`src/rtl/miter_seq_monitor_if.sv`:
```
// Bundle for the sequential miter: pattern-result inputs and campaign outputs.
// The master drives the campaign controls and pattern results; the slave is the monitor.
interface miter_seq_monitor_if #(
  parameter int unsigned N_OUT = 2,
  parameter int unsigned CNT_W = 16
);
  logic             start;
  logic             stop_on_fail;
  logic [CNT_W-1:0] num_pat;
  logic             in_valid;
  logic [N_OUT-1:0] org_out;
  logic [N_OUT-1:0] enc_out;
  logic [N_OUT-1:0] Q;
  logic             Z;
  logic [N_OUT-1:0] sticky_mis;
  logic [CNT_W-1:0] mis_cnt;
  logic [CNT_W-1:0] first_fail_idx;
  logic [CNT_W-1:0] pat_cnt;
  logic             busy;
  logic             done;
  logic             pass;

  modport master (
    output start, stop_on_fail, num_pat, in_valid, org_out, enc_out,
    input  Q, Z, sticky_mis, mis_cnt, first_fail_idx, pat_cnt, busy, done, pass
  );

  modport slave (
    input  start, stop_on_fail, num_pat, in_valid, org_out, enc_out,
    output Q, Z, sticky_mis, mis_cnt, first_fail_idx, pat_cnt, busy, done, pass
  );
endinterface

```
`src/rtl/miter_seq_monitor.sv`:
```
// Clocked original-vs-locked miter: registers per-output equality for each valid
// pattern and accumulates a campaign verdict over a programmed number of patterns.
module miter_seq_monitor #(
  parameter int unsigned N_OUT = 2,
  parameter int unsigned CNT_W = 16
) (
  input logic                   C,
  input logic                   R,
  miter_seq_monitor_if.slave    bus_io
);

  typedef enum logic [1:0] {StIdle, StRun, StDone} state_e;

  state_e           state_q;
  logic [N_OUT-1:0] q_q;
  logic             z_q;
  logic [N_OUT-1:0] sticky_q;
  logic [CNT_W-1:0] mis_cnt_q;
  logic [CNT_W-1:0] ffi_q;
  logic [CNT_W-1:0] pat_cnt_q;
  logic             pass_q;
  logic             stop_q;
  logic [CNT_W-1:0] num_q;

  logic [N_OUT-1:0] diff;
  logic             mismatch;
  logic [CNT_W-1:0] pat_inc;
  logic             last_pat;

  always_comb begin
    diff     = bus_io.org_out ^ bus_io.enc_out;
    mismatch = |diff;
    pat_inc  = pat_cnt_q + CNT_W'(1);
    last_pat = (pat_inc == num_q);
  end

  always_ff @(posedge C or negedge R) begin
    if (!R) begin
      state_q   <= StIdle;
      q_q       <= '1;
      z_q       <= 1'b1;
      sticky_q  <= '0;
      mis_cnt_q <= '0;
      ffi_q     <= '0;
      pat_cnt_q <= '0;
      pass_q    <= 1'b0;
      stop_q    <= 1'b0;
      num_q     <= '0;
    end else begin
      case (state_q)
        StIdle, StDone: begin
          if (bus_io.start) begin
            q_q       <= '1;
            z_q       <= 1'b1;
            sticky_q  <= '0;
            mis_cnt_q <= '0;
            ffi_q     <= '0;
            pat_cnt_q <= '0;
            num_q     <= bus_io.num_pat;
            stop_q    <= bus_io.stop_on_fail;
            // An empty campaign trivially passes.
            if (bus_io.num_pat == '0) begin
              state_q <= StDone;
              pass_q  <= 1'b1;
            end else begin
              state_q <= StRun;
              pass_q  <= 1'b0;
            end
          end
        end
        StRun: begin
          if (bus_io.in_valid) begin
            q_q       <= ~diff;
            z_q       <= ~mismatch;
            pat_cnt_q <= pat_inc;
            if (mismatch) begin
              sticky_q <= sticky_q | diff;
              if (!(&mis_cnt_q)) mis_cnt_q <= mis_cnt_q + CNT_W'(1);
              if (mis_cnt_q == '0) ffi_q <= pat_cnt_q;
            end
            if (mismatch && stop_q) begin
              state_q <= StDone;
              pass_q  <= 1'b0;
            end else if (last_pat) begin
              state_q <= StDone;
              pass_q  <= (mis_cnt_q == '0) && !mismatch;
            end
          end
        end
        default: state_q <= StIdle;
      endcase
    end
  end

  assign bus_io.Q              = q_q;
  assign bus_io.Z              = z_q;
  assign bus_io.sticky_mis     = sticky_q;
  assign bus_io.mis_cnt        = mis_cnt_q;
  assign bus_io.first_fail_idx = ffi_q;
  assign bus_io.pat_cnt        = pat_cnt_q;
  assign bus_io.busy           = (state_q == StRun);
  assign bus_io.done           = (state_q == StDone);
  assign bus_io.pass           = pass_q;

endmodule

```
`src/flat_wrapper.sv`:
```
// flat-port wrapper written by rule: the top's interface ports become plain ports
module miter_seq_monitor_flat 
#(
  parameter int unsigned N_OUT = 2,
  parameter int unsigned CNT_W = 16
)
  (C, R, bus_io_start, bus_io_stop_on_fail, bus_io_num_pat, bus_io_in_valid, bus_io_org_out, bus_io_enc_out, bus_io_Q, bus_io_Z, bus_io_sticky_mis, bus_io_mis_cnt, bus_io_first_fail_idx, bus_io_pat_cnt, bus_io_busy, bus_io_done, bus_io_pass);
  miter_seq_monitor_if #(.N_OUT(N_OUT), .CNT_W(CNT_W)) bus_io_i ();
  input logic C;
  input logic R;
  input wire logic [$bits(bus_io_i.start)-1:0] bus_io_start;
  input wire logic [$bits(bus_io_i.stop_on_fail)-1:0] bus_io_stop_on_fail;
  input wire logic [$bits(bus_io_i.num_pat)-1:0] bus_io_num_pat;
  input wire logic [$bits(bus_io_i.in_valid)-1:0] bus_io_in_valid;
  input wire logic [$bits(bus_io_i.org_out)-1:0] bus_io_org_out;
  input wire logic [$bits(bus_io_i.enc_out)-1:0] bus_io_enc_out;
  output wire logic [$bits(bus_io_i.Q)-1:0] bus_io_Q;
  output wire logic [$bits(bus_io_i.Z)-1:0] bus_io_Z;
  output wire logic [$bits(bus_io_i.sticky_mis)-1:0] bus_io_sticky_mis;
  output wire logic [$bits(bus_io_i.mis_cnt)-1:0] bus_io_mis_cnt;
  output wire logic [$bits(bus_io_i.first_fail_idx)-1:0] bus_io_first_fail_idx;
  output wire logic [$bits(bus_io_i.pat_cnt)-1:0] bus_io_pat_cnt;
  output wire logic [$bits(bus_io_i.busy)-1:0] bus_io_busy;
  output wire logic [$bits(bus_io_i.done)-1:0] bus_io_done;
  output wire logic [$bits(bus_io_i.pass)-1:0] bus_io_pass;
  assign bus_io_i.start = bus_io_start;
  assign bus_io_i.stop_on_fail = bus_io_stop_on_fail;
  assign bus_io_i.num_pat = bus_io_num_pat;
  assign bus_io_i.in_valid = bus_io_in_valid;
  assign bus_io_i.org_out = bus_io_org_out;
  assign bus_io_i.enc_out = bus_io_enc_out;
  assign bus_io_Q = bus_io_i.Q;
  assign bus_io_Z = bus_io_i.Z;
  assign bus_io_sticky_mis = bus_io_i.sticky_mis;
  assign bus_io_mis_cnt = bus_io_i.mis_cnt;
  assign bus_io_first_fail_idx = bus_io_i.first_fail_idx;
  assign bus_io_pat_cnt = bus_io_i.pat_cnt;
  assign bus_io_busy = bus_io_i.busy;
  assign bus_io_done = bus_io_i.done;
  assign bus_io_pass = bus_io_i.pass;
  miter_seq_monitor #(.N_OUT(N_OUT), .CNT_W(CNT_W)) u_core (.C(C), .R(R), .bus_io(bus_io_i));
endmodule
```
`config.mk`:
```
export PLATFORM = sky130hd
export DESIGN_NAME = miter_seq_monitor_flat
export DESIGN_NICKNAME = d
export VERILOG_FILES = /design/src/rtl/miter_seq_monitor_if.sv /design/src/rtl/miter_seq_monitor.sv /design/src/flat_wrapper.sv
export SDC_FILE = /design/constraint.sdc
export NUM_CORES = 1
export LEC_CHECK = 0
export ABC_AREA = 1
export BUFFER_PORTS_ARGS = -buffer_cell sky130_fd_sc_hd__buf_2
export CORE_MARGIN = 5
export CORE_UTILIZATION = 49
export DETAILED_ROUTE_END_ITERATION = 16
export PLACE_DENSITY = 0.81
export REMOVE_ABC_BUFFERS = 1
export SLEW_MARGIN = 20
export SYNTH_ARGS = -nofsm -noshare
export SYNTH_HDL_FRONTEND = slang
export SYNTH_SLANG_ARGS = --single-unit
export TNS_END_PERCENT = 30
```
`constraint.sdc`:
```
create_clock -name C -period 1.9 [get_ports C]
set_clock_uncertainty 0.05 [all_clocks]
set_input_delay 0.19 -clock C [delete_from_list [all_inputs] [get_ports C]]
set_output_delay 0.19 -clock C [all_outputs]
set_load 0.01 [all_outputs]
```
* After elaboration in Yosys (flattened, before gate mapping)
Index checks and enable logic that the tools add are counted.
** Cells by class
- Reduce and logical (&&, ||, !) cells :: 17
- Bitwise logic cells :: 4
- Mux-type cells :: 33
- Equality and inequality tests :: 9
- Add/sub/neg operators :: 2
** Operators by type and width (count)
- 16-bit two-way mux :: 8
- 16-bit case mux with 2 select lines :: 3
- 16-bit by 1-bit adder with 16-bit output (second input constant) :: 2
- 16-bit zero test :: 2
- 2-bit two-way mux :: 10
- 16-bit equality test :: 1
- 16-bit AND reduction :: 1
- 2-bit case mux with 2 select lines :: 3
- 5-bit AND reduction :: 2
- 4-bit AND reduction :: 2
- 1-bit two-way mux :: 7
- 2-bit inequality test (second input constant) :: 3
- 3-bit AND reduction :: 2
- 2-bit by 1-bit inequality test with 1-bit output (second input constant) :: 2
- 1-bit case mux with 2 select lines :: 2
- 2-bit OR reduction :: 2
- 3-bit by 1-bit inequality test with 1-bit output (second input constant) :: 1
- 2-bit by 1-bit equality test with 1-bit output (second input constant) :: 1
- 2-bit equality test (second input constant) :: 1
- 1-bit logical AND :: 2
- 2-bit zero test :: 1
- 2-bit inverter :: 1
- 2-bit bitwise OR :: 1
- 2-bit AND reduction :: 1
- other kinds (4) :: 4
** Storage, ports and cells
- Register bits :: 73
- Logic and storage cells :: 75
- Output and inout port bits :: 56

* Longest topological paths before layout
Gate-level depths: netlist of run 1.
- Word-level depth :: 8
- Depth in mapped cells :: 16
- Depth with buffers taken out :: 16

* Least setup slack after synthesis of run 1
OpenSTA, ideal clock, no wires.
- Path kind :: register -> register
- Start :: register u_core.pat_cnt_q[0] (netlist: u_core.bus_io.pat_cnt[0])
- End :: register u_core.state_q[0]
- Arrival time :: 1.788 ns
- Setup slack :: -0.059 ns
- Stages on the path, launching flop included :: 15
- Path through :: dfrtp_1 > ha_1 > nand3_1 > nor2_1 > nand4_1 > nand3_1 > nand2_1 > nor2_1 > nand2_1 > nor2_1 > nand2_1 > nand2_2 > nand2_2 > nand2_1 > o21ai_1
** Between the ends
- Cells in the longest elaborated chain, start to end :: 4
** RTL lines
- start, declared :: line miter_seq_monitor.sv:20 : logic [CNT_W-1:0] pat_cnt_q;
- start signal, assigned :: line miter_seq_monitor.sv:75 : pat_cnt_q <= pat_inc;
- 16-bit by 1-bit adder with 16-bit output :: line miter_seq_monitor.sv:33 : pat_inc = pat_cnt_q + CNT_W'(1);
- 16-bit equality test :: line miter_seq_monitor.sv:34 : last_pat = (pat_inc == num_q);
- 3-bit by 1-bit inequality test with 1-bit output (no source line)
- 3-bit AND reduction (no source line)
- end signal, assigned :: line miter_seq_monitor.sv:39 : state_q <= StIdle;
- end signal, assigned :: line miter_seq_monitor.sv:63 : state_q <= StDone;
- end signal, assigned :: line miter_seq_monitor.sv:66 : state_q <= StRun;
- end, declared :: line miter_seq_monitor.sv:14 : state_e state_q;
Every way passes these cells.
A chain may end at the register's enable or synchronous reset.

* Worst setup path after layout of run 1
- Start :: register u_core.pat_cnt_q[2] (netlist: u_core.bus_io.pat_cnt[2])
- End :: register u_core.state_q[0]
The elaborated chain is that of the path after synthesis.

==> results of run 1 <==
[Yosys cell counts, drive strengths merged]
master | number | area share [%]
nor4 | 3 | 0.49
inv | 81 | 8.0
o21a | 2 | 0.39
a211oi | 1 | 0.20
o22ai | 26 | 4.2
o21ai | 31 | 4.0
nor2 | 41 | 4.8
xor2 | 4 | 0.91
nand4 | 13 | 2.5
ha | 3 | 0.98
xnor3 | 2 | 1.2
nand3 | 34 | 4.6
a21oi | 14 | 1.8
dfrtp | 70 | 46
nand2 | 138 | 14
dfstp | 3 | 2.1
buf | 2 | 0.26
nand3b | 4 | 0.78
nor3 | 8 | 1.2
or2 | 1 | 0.16
clkbuf | 8 | 0.78
xnor2 | 3 | 0.69
o31ai | 2 | 0.39
[where the power goes]
| group | switching (mW) | internal [mW] |
|---|---|---|
| Clock | 0.595 | 0.505 |
| Sequential | 0.233 | 1.87 |
| Combinational | 1.17 | 0.766 |
| Total | 1.99 | 3.14 |
[cells by family after synthesis]
logic type / count (synthesis) / synth area share [%]
adder cells (fa/ha/maj): 3 / 0.9789
AND/OR/NAND/NOR: 242 / 28.39
XOR/XNOR: 9 / 2.773
AO/OA/AOI/OAI: 76 / 11.09
flip-flops: 73 / 47.73
buffers and inverters: 91 / 9.038
[flip-flops by register name, indices dropped and copies added, names as in the netlist]
signal                        cells
u_core.bus_io.first_fail_idx     16
u_core.bus_io.mis_cnt            16
u_core.bus_io.pat_cnt            16
u_core.num_q                     16
u_core.bus_io.Q                   2
u_core.bus_io.sticky_mis          2
u_core.state_q                    2
u_core.bus_io.Z                   1
u_core.bus_io.pass                1
u_core.stop_q                     1
[worst max-delay path, stage by stage (launching register included)]
cell and delay (ns):
dfrtp_1 0.53, nand3_1 0.23, nor2_1 0.22, nand3_1 0.16, xnor3_1 0.24, nand2_1 0.07
nor2_1 0.10, nand2_1 0.08, nand2_2 0.11, nand2_2 0.07, nand2_1 0.06, o21ai_1 0.05
[per-layer routing]
layer  track usage [%]  vias up  part of all wire, %
met1             26.89     1770                   43
met2             37.96      130                   49
met4             8.929        0                  2.0
met5                 0        -                    0
li1                  -     1847                    -
met3             4.671       22                  6.6
[what timing repair did]
item	in CTS	in global routing
gates cloned	0	0
hold buffers	4	0
hold endpoints to repair	73	0
buffers inserted	0	1
endpoints found under the setup margin	3	29
gates resized for setup	6	22
pin swaps	0	15
[through the flow]
| step | setup WS (ns) | util, % | cells | TNS, ns | hold WS, ns |
|---|---|---|---|---|---|
| after CTS | -0.07425 | 63.13 | 724 | -0.2139 | 0.003834 |
| final | -0.1802 | 64.55 | 725 | -0.5334 | 0.01240 |
| after global placement | -0.08508 | 60.11 | 704 | -0.2482 | 0.2001 |
| after detailed placement | -0.1504 | 60.11 | 704 | -0.4435 | 0.2021 |
| after floorplan | -0.4852 | - | 484 | -12.03 | -0.1556 |
| after global routing | -0.3250 | 64.55 | 725 | -2.456 | 0.01691 |
[final timing paths]
| path | startpoint | end | slack (ns) | cells after the start |
|---|---|---|---|---|
| hold reg to reg | u_core.bus_io.pass | u_core.bus_io.pass | 0.44 | 2 |
| setup / recovery | u_core.bus_io.pat_cnt[2] | u_core.state_q[0] | -0.18 | 11 |
| max in group asynchronous | R | u_core.bus_io.Q[0] | 1.11 | 3 |
| setup reg to reg | u_core.bus_io.pat_cnt[2] | u_core.state_q[0] | -0.18 | 11 |
| min in group asynchronous | R | u_core.bus_io.first_fail_idx[6] | 0.33 | 3 |
| hold / removal | bus_io_num_pat[2] | u_core.num_q[2] | 0.01 | 3 |
[final cells by class]
class / instances / area [um^2] / share of cell area (%)
inverter: 81 / 306.5 / 6.178
clock buffer: 11 / 141.4 / 2.849
clock inverter: 5 / 31.28 / 0.6304
timing repair buffer: 123 / 757.0 / 15.25
multi-input combinational: 330 / 1768 / 35.63
sequential: 73 / 1831 / 36.89
tap: 102 / 127.6 / 2.572
==> impl_metrics.env, run 1 <==
export IMPL_final_common_cell="nand2_1"
export IMPL_syn_area_mm2=0.003835
export IMPL_routed_wirelength_um=10550
export IMPL_ir_drop_mv=0.7938
export IMPL_post_dp_hpwl_um=7771
export IMPL_io_buffers=80
export IMPL_layout_setup_ws_ns=-0.1802
export IMPL_grt_pass1_wl_um=17110
export IMPL_diodes=0
export IMPL_clockRootBuffer="clkbuf_8"
export IMPL_cts_clk_slew_worst_paths_ns=0.08
export IMPL_cts_max_level=3
export IMPL_period_share_pct=109.5
export IMPL_outcome="complete, but fails checks"
export IMPL_required_ns=2.10
export IMPL_syn_mean_instance_area_um2=7.763
export IMPL_num_rows=32
export IMPL_drtIter0Drc=186
export IMPL_yosys_warnings=0
export IMPL_grt_ovfl_total=0
export IMPL_drive_above_1_share_pct=28.41
export IMPL_antenna_left=0
export IMPL_max_slew_margin_rel_pct=69.07
export IMPL_die_area_mm2=0.009695
export IMPL_grt_antenna_before_repair=0
export IMPL_syn_inst=494
export IMPL_pin_count=81
export IMPL_finalCriticalPeriod_ns=2.080
export IMPL_seq_area_frac_synth_pct=47.73
export IMPL_clk_latency_ns=0.36
export IMPL_failed_checks="negative setup slack"
export IMPL_worstSetupPathType="flop to flop"
export IMPL_rsz0062_at_grt="true"
export IMPL_start_util_pct=49.89
export IMPL_ys_ff_latch=73
export IMPL_syn_to_final_growth_pct=29.40
export IMPL_numCtsBuffers=9
export IMPL_yosysUniqueCellTypes=32
export IMPL_clock_sinks=73
export IMPL_die_x_um=98.47
export IMPL_place_gp_congestion=0.9131
export IMPL_nNetsFinal=646
export IMPL_dpl_cell_area_mm2=0.004621
export IMPL_hold_path_class="input pin to flop"
export IMPL_num_vias=3769
export IMPL_critPathMaxFanout=7
export IMPL_grt_max_degree=74
export IMPL_layout_common_cells="125 x nand2_1, 80 x buf_2, 77 x inv_1"
export IMPL_powerDensity_mw_per_mm2=1035
export IMPL_tightest_slew_ns=0.4635
export IMPL_core_area_mm2=0.007687
export IMPL_setup_violations_final=3
export IMPL_start_kind="flop"
export IMPL_wl_per_cell_um=14.55
export IMPL_ctsLongestPathBuffers=2
export IMPL_remaining_drc_errors=0
export IMPL_cts_tree="built"
export IMPL_fillers=676
export IMPL_final_area_mm2=0.004962
export IMPL_finalPower_mw=5.135
export IMPL_cp_end_kind="flop"
export IMPL_grt_usage_pct=22.02
export IMPL_die_h_um=98.47
export IMPL_max_cap_violations=0
export IMPL_first_pass_iters=5
export IMPL_leakage_nw=2.540
export IMPL_max_freq_mhz=480.7
export IMPL_routed_via_density=5.199
export IMPL_grt_pass1_vias=3750
export IMPL_crit_arrival_ns=2.28
export IMPL_slew_violations=0
export IMPL_hold_violations=0
Note: power is estimated with default switching activity, not from simulation.
==> run 2: changes to the inputs <==
- TNS_END_PERCENT: 30 -> 1
==> impl_metrics.env, run 2 (synthesis results as in run 1) <==
export IMPL_outcome="complete, but fails checks"
export IMPL_failed_checks="negative setup slack"
export IMPL_grtUsageMet3_pct=4.671
export IMPL_start_kind="flop"
export IMPL_remaining_drc_errors=0
export IMPL_slew_violations=0
export IMPL_pin_count=81
export IMPL_finalPower_mw=5.135
export IMPL_ctsLongestPathBuffers=2
export IMPL_r2r_end="u_core.state_q[0]"
export IMPL_tightest_slew_ns=0.4710
export IMPL_layout_common_cells="125 x nand2_1, 80 x buf_2, 77 x inv_1"
export IMPL_rrSetupSlack_ns=-0.18
export IMPL_period_share_pct=109.4
export IMPL_worstSetupPathType="flop to flop"
export IMPL_ir_drop_mv=0.7932
export IMPL_finalCriticalPeriod_ns=2.079
export IMPL_r2r_start="u_core.bus_io.pat_cnt[2]"
export IMPL_cts_tree="built"
export IMPL_drive_above_1_share_pct=28.25
export IMPL_routed_via_density=5.212
export IMPL_die_h_um=98.47
export IMPL_cts_clk_slew_worst_paths_ns=0.07
export IMPL_final_common_cell="nand2_1"
export IMPL_met2_usage_pct=37.96
export IMPL_grt_pass1_vias=3750
export IMPL_layout_setup_ws_ns=-0.1785
export IMPL_die_area_mm2=0.009695
export IMPL_syn_to_final_growth_pct=29.27
export IMPL_grt_busiest_layer="met2"
export IMPL_fin_tns_setup_ns=-0.5266
export IMPL_crit_arrival_ns=2.28
export IMPL_drtIter0Drc=189
export IMPL_hold_path_class="input pin to flop"
export IMPL_grt_usage_pct=22.02
export IMPL_required_ns=2.10
export IMPL_core_area_mm2=0.007687
export IMPL_nNetsFinal=646
export IMPL_clk_latency_ns=0.36
export IMPL_p_switching_mw=1.994
export IMPL_p_int_mw=3.141
export IMPL_post_dp_hpwl_um=7771
export IMPL_endpoint="u_core.state_q[0]"
export IMPL_clock_sinks=73
export IMPL_rsz0062_at_grt="true"
export IMPL_routed_wirelength_um=10540
export IMPL_antenna_left=0
export IMPL_reg2regPathDepth=11
export IMPL_start_util_pct=49.89
export IMPL_pwr_share_comb_pct=37.7
export IMPL_num_vias=3779
export IMPL_first_pass_iters=5
export IMPL_max_freq_mhz=481.1
export IMPL_cp_startpoint="u_core.bus_io.pat_cnt[2]"
export IMPL_fin_cells=725
export IMPL_grt_max_degree=74
export IMPL_critPathMaxFanout=7
export IMPL_hold_violations=0
export IMPL_place_ws_ns=-0.1504
export IMPL_grt_antenna_before_repair=0
export IMPL_grt_ovfl_total=0
export IMPL_cts_max_level=3
export IMPL_place_inst=704
export IMPL_diodes=0
export IMPL_max_slew_margin_rel_pct=68.56
export IMPL_seq_power_share_pct=40.9
export IMPL_numCtsBuffers=9
export IMPL_grt_pass1_wl_um=17110
export IMPL_io_buffers=80
export IMPL_clockRootBuffer="clkbuf_8"
export IMPL_swShare_pct=38.83
export IMPL_grtUsageMet1_pct=26.89
export IMPL_leakage_nw=2.540
export IMPL_die_x_um=98.47
export IMPL_num_rows=32
export IMPL_max_cap_violations=0
export IMPL_cp_end_kind="flop"
export IMPL_powerDensity_mw_per_mm2=1036
export IMPL_place_gp_congestion=0.9131
export IMPL_wl_per_cell_um=14.53
export IMPL_p_clk_share_pct=21.4
export IMPL_setup_violations_final=3
## run 2: cell count changes in the layout (fill, tap and decap cells not counted)
cell    change
nor3_1      +1
nor3_2      -1
## run 2: worst min path at each step
stage	startpoint	to	slack, ns	cells after the start
6_report	bus_io_num_pat[2]	u_core.num_q[2]	0.01	3
4_1_cts	bus_io_num_pat[2]	u_core.num_q[2]	0.004	3
2_1_floorplan	R	u_core.bus_io.first_fail_idx[0]	-0.16	0
3_5_place_dp	R	u_core.bus_io.first_fail_idx[7]	0.20	2
3_3_place_gp	R	u_core.num_q[7]	0.20	2
5_1_grt	bus_io_num_pat[6]	u_core.num_q[6]	0.02	3
## run 2: stage by stage
step	hold slack (ns)	util, %	instance area (um^2)
4_1_cts	0.003834	63.13	4853
6_report	0.01289	64.49	4957
2_1_floorplan	-0.1556	-	3795
5_1_grt	0.01691	64.49	4957
3_3_place_gp	0.2001	60.11	4621
3_5_place_dp	0.2021	60.11	4621
## run 2: area by class of cell
class / instances / area (um^2)
inverters: 81 / 306.5
clock inverters: 5 / 31.28
fillers: 677 / 2730
multi-input cells: 330 / 1763
clock buffers: 11 / 141.4
well taps: 102 / 127.6
flip-flops and latches: 73 / 1831
repair buffers: 123 / 757.0
## run 2: timing repair
item / CTS / global route
cloned: 0 / 0
pin swaps: 0 / 15
buffers inserted: 0 / 1
endpoints found under the setup margin: 3 / 29
hold buffers: 4 / 0
hold endpoints to repair: 73 / 0
gates resized for setup: 6 / 21
## run 2: critical path: stages, from the launching register on
cell,delay (ns)
dfrtp_1,0.54
nand3_1,0.23
nor2_1,0.22
nand3_1,0.16
xnor3_1,0.24
nand2_1,0.07
nor2_1,0.10
nand2_1,0.08
nand2_2,0.11
nand2_2,0.07
nand2_1,0.06
o21ai_1,0.05
## run 2: layer usage
layer	up-vias	part of all wire, %
met4	0	2.0
li1	1843	-
met3	22	7.2
met1	1771	42
met5	-	0
met2	143	49
## run 2: power groups by stage
| stage | sequential (mW) | clock (mW) | combinational (mW) |
|---|---|---|---|
| after floorplan | 2.13 | 0 | 1.07 |
| after global placement | 2.09 | 0 | 1.80 |
| after detailed placement | 2.11 | 0 | 1.85 |
| after CTS | 2.09 | 1.12 | 1.88 |
| after global routing | 2.14 | 1.19 | 2.15 |
| final | 2.10 | 1.10 | 1.93 |
==> run 3: changes to the inputs <==
- BUFFER_PORTS_ARGS: -buffer_cell sky130_fd_sc_hd__buf_2 -> not set
- CORE_UTILIZATION: 49 -> 52
- DONT_BUFFER_PORTS: not set -> 1
- PLACE_DENSITY: 0.81 -> 0.75
==> impl_metrics.env, run 3 (synthesis results as in run 1) <==
export IMPL_outcome="complete, but fails checks"
export IMPL_failed_checks="negative hold slack, negative setup slack"
export IMPL_ctsLongestPathBuffers=2
export IMPL_finalCriticalPeriod_ns=2.180
export IMPL_core_area_mm2=0.007214
export IMPL_slew_violations=0
export IMPL_period_share_pct=114.7
export IMPL_nNetsFinal=613
export IMPL_rsz0062_at_grt="true"
export IMPL_fillers=546
export IMPL_cp_end_kind="flop"
export IMPL_first_pass_iters=5
export IMPL_ir_drop_mv=0.8070
export IMPL_worstSetupPathType="flop to flop"
export IMPL_max_freq_mhz=458.8
export IMPL_routed_via_density=5.634
export IMPL_drtIter0Drc=297
export IMPL_hold_violations=73
export IMPL_critPathMaxFanout=6
export IMPL_layout_setup_ws_ns=-0.2796
export IMPL_cp_startpoint="u_core.bus_io.pat_cnt[0]"
export IMPL_layout_common_cells="113 x nand2_1, 75 x inv_1, 69 x buf_4"
export IMPL_grt_usage_pct=25.16
export IMPL_cts_tree="built"
export IMPL_numCtsBuffers=9
export IMPL_pin_count=81
export IMPL_clock_sinks=73
export IMPL_max_cap_violations=0
export IMPL_r2r_start="u_core.bus_io.pat_cnt[0]"
export IMPL_cts_max_level=3
export IMPL_syn_to_final_growth_pct=30.54
export IMPL_antenna_left=0
export IMPL_diodes=0
export IMPL_r2r_end="u_core.state_q[0]"
export IMPL_clockRootBuffer="clkbuf_8"
export IMPL_num_vias=3865
export IMPL_rrSetupSlack_ns=-0.28
export IMPL_endpoint="u_core.state_q[0]"
export IMPL_num_rows=31
export IMPL_die_x_um=95.88
export IMPL_required_ns=2.10
export IMPL_hold_slack_ns=-0.5240
export IMPL_powerDensity_mw_per_mm2=1025
export IMPL_wl_per_cell_um=16.48
export IMPL_grt_pass1_vias=3642
export IMPL_setup_violations_final=4
export IMPL_hold_path_class="input pin to async pin"
export IMPL_die_area_mm2=0.009192
export IMPL_cpMaxStageDelayCell="dfrtp_1"
export IMPL_place_ws_ns=-0.1716
export IMPL_grt_ovfl_total=0
export IMPL_post_dp_hpwl_um=7522
export IMPL_cts_hold_repair_buffers=16
export IMPL_leakage_nw=2.351
export IMPL_remaining_drc_errors=0
export IMPL_io_buffers=0
export IMPL_place_gp_congestion=0.9534
export IMPL_grt_pass1_wl_um=17840
export IMPL_clk_latency_ns=0.35
export IMPL_final_common_cell="nand2_1"
export IMPL_max_slew_margin_rel_pct=68.69
export IMPL_start_util_pct=53.16
export IMPL_cpPeakStageDelay_ns=0.42
export IMPL_grt_antenna_before_repair=0
export IMPL_cp_common_cell="nand2_1"
export IMPL_grt_max_degree=74
export IMPL_die_h_um=95.88
export IMPL_reg2regPathDepth=16
export IMPL_drive_above_1_share_pct=26.41
export IMPL_finalPower_mw=5.130
export IMPL_start_kind="flop"
export IMPL_cts_clk_slew_worst_paths_ns=0.07
export IMPL_crit_arrival_ns=2.38
export IMPL_cp_cell_sequence="ha_4 -> nand2_4 -> nor2_4 -> nand3_2 -> nand2_2 -> nand2_2 -> nand2_1 -> nand2_1 -> nor2_1 -> nand2_1 -> nor2_2 -> nand2_1 -> nand2_2 -> nand2_2 -> nand2_1 -> o21ai_1"
export IMPL_tightest_slew_ns=0.4691
export IMPL_routed_wirelength_um=11300
==> run 3: worst max-delay path, delay by kind of cell (launching register included) <==
kind | cells | cell delay [ns]
compound gates | 1 | 0.06
fa+ha+maj | 1 | 0.20
flops | 1 | 0.42
simple gates | 14 | 1.33
==> run 3: worst min-delay path by stage <==
stage | startpoint | endpoint | slack (ns) | cells past startpoint
after floorplan | R | u_core.bus_io.first_fail_idx[0] | -0.16 | 0
after global placement | R | u_core.bus_io.first_fail_idx[6] | -0.15 | 0
after detailed placement | R | u_core.bus_io.first_fail_idx[7] | -0.15 | 0
after CTS | R | u_core.bus_io.first_fail_idx[15] | -0.53 | 0
after global routing | R | u_core.num_q[9] | -0.54 | 0
final | R | u_core.bus_io.first_fail_idx[6] | -0.52 | 0
==> run 3: power by group <==
group          switching (mW)  total (mW)  internal, mW
Combinational            1.18        1.93         0.757
Sequential              0.296        2.17          1.87
Clock                   0.541        1.03         0.487
Total                    2.01        5.13          3.12
==> run 3: what timing repair did <==
| item | 4_1_cts | 5_1_grt |
|---|---|---|
| gates cloned | 0 | 0 |
| endpoints found under the setup margin | 7 | 29 |
| gates resized for setup | 10 | 49 |
| buffers inserted | 6 | 8 |
| endpoints found under the hold margin | 89 | 73 |
| pin swaps | 7 | 26 |
==> run 3: final cells by class <==
class / count / area, um^2 / area share (%)
clock inverter: 1 / 5.005 / 0.09998
clock buffer: 12 / 145.1 / 2.899
sequential: 73 / 1833 / 36.62
inverter: 81 / 306.5 / 6.123
tap: 99 / 123.9 / 2.474
timing repair buffer: 90 / 734.5 / 14.67
multi-input combinational: 330 / 1858 / 37.12
==> run 3: routing by layer <==
metal	routed length [um]	track usage (%)	vias to the layer above
met2	5534	41.69	202
li1	-	-	1781
met4	316	7.583	0
met1	4444	32.22	1841
met5	0	0	-
met3	1010	6.802	41
==> run 3: stage by stage <==
stage / hold slack [ns] / TNS [ns] / area [um^2] / std cells / util, %
3_5_place_dp: -0.1531 / -0.5447 / 4369 / 643 / 60.56
2_1_floorplan: -0.1556 / -12.03 / 3795 / 484 / -
3_3_place_gp: -0.1532 / -0.3549 / 4369 / 643 / 60.56
6_report: -0.5240 / -1.045 / 5006 / 686 / 69.39
5_1_grt: -0.5411 / -3.070 / 5006 / 686 / 69.39
4_1_cts: -0.5266 / -0.3191 / 4762 / 678 / 66.01
